$ cat src/rtl/raytracing_scheduler.sv
// Frame scheduler for a bank of ray workers: launches one batch of pixels per row slice,
// waits for every worker to run and finish, then drains their color buffers to the framebuffer.
module raytracing_scheduler #(
  parameter int N_WORKERS        = 4,
  parameter int JOBS_SUBDIVISION = 8,
  parameter int SCREEN_W         = 640,
  parameter int SCREEN_H         = 480
) (
  input  logic                                     clk,
  input  logic                                     rst,
  input  logic                                     start,
  output logic                                     busy,
  output logic                                     frame_done,
  output logic [N_WORKERS-1:0]                     worker_activate,
  output logic [N_WORKERS*12-1:0]                  worker_pixel_start_x,
  output logic [11:0]                              pixel_y,
  output logic [17:0]                              pixel_y_sqrd,
  input  logic [N_WORKERS-1:0]                     worker_busy,
  input  logic [N_WORKERS*JOBS_SUBDIVISION*12-1:0] worker_buffer,
  output logic                                     fb_we,
  output logic [18:0]                              fb_addr,
  output logic [11:0]                              fb_data,
  input  logic                                     fb_ready
);
  localparam int BATCH_PIX = N_WORKERS * JOBS_SUBDIVISION;
  localparam int N_BATCH   = SCREEN_W / BATCH_PIX;
  localparam int KW        = (BATCH_PIX > 1) ? $clog2(BATCH_PIX) : 1;
  localparam int BW        = (N_BATCH > 1) ? $clog2(N_BATCH) : 1;
  localparam int RW        = (SCREEN_H > 1) ? $clog2(SCREEN_H) : 1;
  localparam logic [KW-1:0] K_LAST = KW'(BATCH_PIX - 1);
  localparam logic [BW-1:0] B_LAST = BW'(N_BATCH - 1);
  localparam logic [RW-1:0] R_LAST = RW'(SCREEN_H - 1);

  typedef enum logic [2:0] {
    IDLE      = 3'd0,
    ROW_SETUP = 3'd1,
    LAUNCH    = 3'd2,
    WAIT_RUN  = 3'd3,
    WAIT_DONE = 3'd4,
    DRAIN     = 3'd5,
    RELEASE   = 3'd6,
    DONE      = 3'd7
  } state_t;

  state_t                state_r, state_s;
  logic [RW-1:0]         row_r, row_s;
  logic [BW-1:0]         batch_r, batch_s;
  logic [KW-1:0]         k_r, k_s;
  logic [N_WORKERS-1:0]  seen_r, seen_s;
  logic [N_WORKERS-1:0]  act_r, act_s;
  logic                  busy_r, busy_s;
  logic                  done_r, done_s;
  logic [11:0]           py_r, py_s;
  logic [17:0]           pysq_r, pysq_s;
  logic                  we_r, we_s;
  logic [18:0]           addr_r, addr_s;
  logic [11:0]           data_r, data_s;
  logic signed [11:0]    py_calc_s;
  logic signed [17:0]    sq_calc_s;
  logic [11:0]           sx_base_s;
  logic                  sx_load_s;
  logic [11:0]           sx_next_s [N_WORKERS];
  logic [11:0]           sx_r      [N_WORKERS];
  logic [11:0]           buf_s     [BATCH_PIX];

  function automatic logic [18:0] pix_addr(input logic [RW-1:0] r, input logic [BW-1:0] b,
                                           input logic [KW-1:0] k);
    pix_addr = 19'(r) * 19'(SCREEN_W) + 19'(b) * 19'(BATCH_PIX) + 19'(k);
  endfunction

  // Drain order interleaves workers: entry k comes from worker k%N, slot k/N.
  for (genvar w = 0; w < N_WORKERS; w++) begin : g_w
    for (genvar j = 0; j < JOBS_SUBDIVISION; j++) begin : g_j
      assign buf_s[j * N_WORKERS + w] = worker_buffer[(w * JOBS_SUBDIVISION + j) * 12 +: 12];
    end
    assign sx_next_s[w] = sx_base_s + 12'(w);
    assign worker_pixel_start_x[w * 12 +: 12] = sx_r[w];
  end

  assign sx_base_s = 12'(batch_s) * 12'(BATCH_PIX) - 12'(SCREEN_W / 2);
  assign sx_load_s = (state_s == LAUNCH) && (state_r != LAUNCH);

  // Next-state and next-output computation
  always_comb begin
    state_s   = state_r;
    row_s     = row_r;
    batch_s   = batch_r;
    k_s       = k_r;
    seen_s    = seen_r;
    act_s     = act_r;
    py_s      = py_r;
    pysq_s    = pysq_r;
    we_s      = we_r;
    addr_s    = addr_r;
    data_s    = data_r;
    py_calc_s = 12'(SCREEN_H / 2 - 1) - 12'(row_r);
    sq_calc_s = py_calc_s * py_calc_s;
    case (state_r)
      IDLE: begin
        if (start) begin
          state_s = ROW_SETUP;
          row_s   = {RW{1'b0}};
          batch_s = {BW{1'b0}};
        end else begin
          state_s = IDLE;
        end
      end
      ROW_SETUP: begin
        py_s    = py_calc_s;
        pysq_s  = sq_calc_s;
        act_s   = {N_WORKERS{1'b1}};
        state_s = LAUNCH;
      end
      LAUNCH: begin
        seen_s  = {N_WORKERS{1'b0}};
        state_s = WAIT_RUN;
      end
      WAIT_RUN: begin
        seen_s = seen_r | worker_busy;
        if (&(seen_r | worker_busy)) begin
          state_s = WAIT_DONE;
        end else begin
          state_s = WAIT_RUN;
        end
      end
      WAIT_DONE: begin
        if (worker_busy == {N_WORKERS{1'b0}}) begin
          state_s = DRAIN;
          k_s     = {KW{1'b0}};
          we_s    = 1'b1;
          addr_s  = pix_addr(row_r, batch_r, {KW{1'b0}});
          data_s  = buf_s[{KW{1'b0}}];
        end else begin
          state_s = WAIT_DONE;
        end
      end
      DRAIN: begin
        if (fb_ready) begin
          if (k_r == K_LAST) begin
            state_s = RELEASE;
            we_s    = 1'b0;
            act_s   = {N_WORKERS{1'b0}};
          end else begin
            k_s    = k_r + 1'b1;
            addr_s = pix_addr(row_r, batch_r, k_r + 1'b1);
            data_s = buf_s[k_r + 1'b1];
          end
        end else begin
          state_s = DRAIN;
        end
      end
      RELEASE: begin
        if (batch_r != B_LAST) begin
          batch_s = batch_r + 1'b1;
          act_s   = {N_WORKERS{1'b1}};
          state_s = LAUNCH;
        end else if (row_r != R_LAST) begin
          row_s   = row_r + 1'b1;
          batch_s = {BW{1'b0}};
          state_s = ROW_SETUP;
        end else begin
          row_s   = {RW{1'b0}};
          batch_s = {BW{1'b0}};
          state_s = DONE;
        end
      end
      DONE: begin
        state_s = IDLE;
      end
      default: begin
        state_s = IDLE;
      end
    endcase
    busy_s = (state_s != IDLE);
    done_s = (state_s == DONE);
  end

  // State and registered outputs
  always_ff @(posedge clk or posedge rst) begin
    if (rst) begin
      state_r <= IDLE;
      row_r   <= {RW{1'b0}};
      batch_r <= {BW{1'b0}};
      k_r     <= {KW{1'b0}};
      seen_r  <= {N_WORKERS{1'b0}};
      act_r   <= {N_WORKERS{1'b0}};
      busy_r  <= 1'b0;
      done_r  <= 1'b0;
      py_r    <= 12'd0;
      pysq_r  <= 18'd0;
      we_r    <= 1'b0;
      addr_r  <= 19'd0;
      data_r  <= 12'd0;
    end else begin
      state_r <= state_s;
      row_r   <= row_s;
      batch_r <= batch_s;
      k_r     <= k_s;
      seen_r  <= seen_s;
      act_r   <= act_s;
      busy_r  <= busy_s;
      done_r  <= done_s;
      py_r    <= py_s;
      pysq_r  <= pysq_s;
      we_r    <= we_s;
      addr_r  <= addr_s;
      data_r  <= data_s;
    end
  end

  // Column origins are latched on the way into LAUNCH and held until the next launch
  always_ff @(posedge clk or posedge rst) begin
    if (rst) begin
      sx_r <= '{default: 12'd0};
    end else if (sx_load_s) begin
      sx_r <= sx_next_s;
    end else begin
      sx_r <= sx_r;
    end
  end

  assign busy            = busy_r;
  assign frame_done      = done_r;
  assign worker_activate = act_r;
  assign pixel_y         = py_r;
  assign pixel_y_sqrd    = pysq_r;
  assign fb_we           = we_r;
  assign fb_addr         = addr_r;
  assign fb_data         = data_r;

endmodule

$ cat config.mk
export PLATFORM = sky130hd
export DESIGN_NAME = raytracing_scheduler
export DESIGN_NICKNAME = d
export VERILOG_FILES = /design/src/rtl/raytracing_scheduler.sv
export SDC_FILE = /design/constraint.sdc
export NUM_CORES = 1
export LEC_CHECK = 0
export CAP_MARGIN = 10
export CORE_AREA = 2 2 196 198
export DETAILED_ROUTE_END_ITERATION = 6
export DIE_AREA = 0 0 198 200
export PLACE_DENSITY = 0.58
export SLEW_MARGIN = 20
export SYNTH_ARGS = -nofsm -noshare
export SYNTH_HDL_FRONTEND = slang
export SYNTH_SLANG_ARGS = --single-unit
$ cat constraint.sdc
create_clock -name clk -period 14.1 [get_ports clk]
set_input_delay 1.41 -clock clk [delete_from_list [all_inputs] [get_ports clk]]
set_output_delay 1.41 -clock clk [all_outputs]
set_load 0.005 [all_outputs]
==> flow_metrics.py <==
metrics = {
    "worst_setup_path": {
        "worst-path-stages": 17,
        "start_kind": "flop",
        "worstPathRequired_ns": 14.36,
        "cp.buffers_inverters": 4,
        "path_class": "reg -> reg",
        "crit_fanout": 21,
        "crit_family": "adder cells",
        "path_cells": "a41oi_1, clkinv_1, nand2_1, fa_1, inv_1, fa_1, fa_1, fa_1, inv_1, fa_1, inv_1, ha_1, a21o_1, a211oi_1, o21ai_0, o31a_1, o31ai_1",
        "arrival_ns": 6.57,
        "slowest_stage": "dfrtp_1",
        "path_common_cell": "fa_1",
        "reg2reg_depth": 17,
        "slowest_delay_ns": 0.65,
        "critPathCaptureType": "flop",
    },
    "placement": {
        "placed_cell_area_um2": 16100,
        "place_ws_ns": 7.85,
        "hpwl_um": 52300,
        "io_buffers": 490,
        "globalplace.congestion": 0.938,
    },
    "global_routing": {
        "grtUsageTotal": 0.302,
        "grt_overflow_total": 0,
        "grt_pass1_wl_um": 81600,
        "antenna_found_initial": 51,
        "grt_pass1_vias": 10532,
        "grt_max_degree": 74,
    },
    "drt": {
        "drt_wl_total_um": 59100,
        "drc": 0,
        "drt-initial-drc-count": 1063,
        "antenna_left": 0,
        "first_pass_iters": 5,
        "wl_per_cell_um": 29.2,
        "viasPerCell": 5.14,
        "vias": 10407,
    },
    "run_status": {
        "status": "finished clean",
    },
    "logic_synthesis": {
        "synth_top_area_frac": 0.245,
        "postSynthAreaPerCell_um2": 10.5,
        "synth_area_leader_cell": "mux4_2",
        "ys.flop_type": "dfrtp_1",
        "synth.yosys.warnings": 0,
        "synthCells": 1049,
        "synth_area_um2": 11000,
        "synth_seq_area_share": 0.202,
        "synth_cell_types": 58,
        "synth-edff-count": 0,
        "synth_most_common_cell": "inv_1",
        "synth_area_leaders": "mux4_2 24%, dfrtp_1 20%, fa_1 13%, ha_1 8.3%, inv_1 4.3%",
        "synth_common_cells": "127 x inv_1, 120 x mux4_2, 118 x nand2_1",
        "ys_ff_latch": 89,
        "ys_async_sr_fraction": 1.00,
    },
    "final_layout": {
        "areaGrowthSynthToFinish_pct": 49.7,
        "final_cell_area_um2": 16500,
        "nets": 2008,
        "drive_above_1_share": 0.108,
    },
    "floorplanning": {
        "chipWidth_um": 198,
        "fp-row-count": 71,
        "core_um2": 37400,
        "io_pins": 508,
        "die_h_um": 200,
        "start_util": 0.295,
        "dieArea_um2": 39600,
    },
    "sta": {
        "hold_viol": 0,
        "rsz0062_at_grt": "false",
        "relSlewSlack": 0.292,
        "worst_slew_pin_slew_ns": 1.06,
        "setup_viol": 0,
        "fin_tns_setup_ns": 0,
        "layout_min_cycle_time_ns": 6.30,
        "period_share": 0.447,
        "fmax_mhz": 159,
        "hold_ws_ns": 0.479,
        "fin_ws_ns": 7.80,
        "drv_slew": 0,
        "fin_skew_ns": 0.0197,
    },
    "worst_hold_path": {
        "hold_class": "reg -> reg",
        "min_path_cells": 2,
    },
    "job": {
        "cap_violations": 0,
    },
    "power": {
        "peakVddDrop_mv": 0.403,
        "powerDensity_nw_per_um2": 280,
        "p_total_mw": 4.63,
        "p_leak_nw": 6.68,
    },
    "clock_tree": {
        "cts_hold_buf": 0,
        "cts_sinks": 89,
        "clk_path_buf_depth": 2,
        "clock_latency_ns": 0.37,
        "cts_tree": "done",
        "cts_made_buffers": 9,
        "cts.clk_slew.worst_paths_ns": 0.08,
        "cts_resized": 0,
        "cts_root_buf": "clkbuf_16",
        "cts_setup_buffers": 0,
        "cts_htree_levels": 3,
    },
}
==> final timing paths <==
path	slack, ns	end	start
worst max-delay path	7.80	pixel_y_sqrd[16]	row_r[4]
worst min-delay path	0.48	pixel_y_sqrd[8]	pixel_y_sqrd[8]
worst max register to register	7.80	pixel_y_sqrd[16]	row_r[4]
worst min register to register	0.48	pixel_y_sqrd[8]	pixel_y_sqrd[8]
max in group asynchronous	11.57	k_r[0]	rst
min in group asynchronous	1.43	fb_data[11]	rst
==> cells in the final DEF, fill, tap and decap left out, drive strengths merged, types with 17 or more instances in the layout <==
cell type,n
conb,17
fa,73
xnor2,23
inv,132
a21oi,26
nand2,118
nor2,52
diode,38
o21ai,67
clkdlybuf4s50,490
xor2,17
ha,73
mux4,120
dfrtp,89
==> power by group <==
part | switching (mW) | internal [mW]
clock network | 0.126 | 0.127
logic | 2.08 | 1.84
registers | 0.103 | 0.359
total | 2.31 | 2.32
==> metrics by stage <==
stage,std cells,util
after floorplan,1065,-
after global placement,1970,0.432
after detailed placement,1970,0.432
after CTS,1986,0.440
after global routing,1992,0.440
final,2024,0.442
==> state kept, by name (all words and copies together), names as in the netlist <==
register / cells
pixel_y_sqrd: 16
batch_r: 5
worker_activate: 1
k_r: 4
fb_we: 1
busy: 1
fb_addr: 15
frame_done: 1
fb_data: 12
row_r: 9
pixel_y: 10
worker_pixel_start_x: 7
seen_r: 4
state_r: 3
==> cells by family (layout without fill, tap and decap cells) <==
kind of cell	after synthesis	after routing	share of synthesized area
simple gates	244	244	0.0992
mux	141	141	0.264
fa+ha+maj	146	146	0.215
other cells	1	55	0.000339
xor+xnor	41	41	0.0337
compound gates	154	154	0.0860
buf+inv	233	643	0.0999
flops	89	89	0.202
==> tightest hold or removal path: stages, from the launching register on <==
cell and delay, ns:
dfrtp_1 0.34, nand2_1 0.05, o21ai_0 0.06
==> layer usage <==
layer,share of wire,track usage
met5,0.0015,0
met4,0.012,0.0501
met3,0.13,0.123
met2,0.43,0.454
met1,0.42,0.414
==> area by class of cell <==
type                       instances  area (µm²)
clock inverter                     7        76.3
fill                            3625       20900
clock buffer                       9         225
sequential                        89        2230
timing repair buffer             498        4960
multi-input combinational        743        7820
inverter                         129         487
antenna                           38        95.1
tap                              511         639
Power figures use the tool's default switching activity.
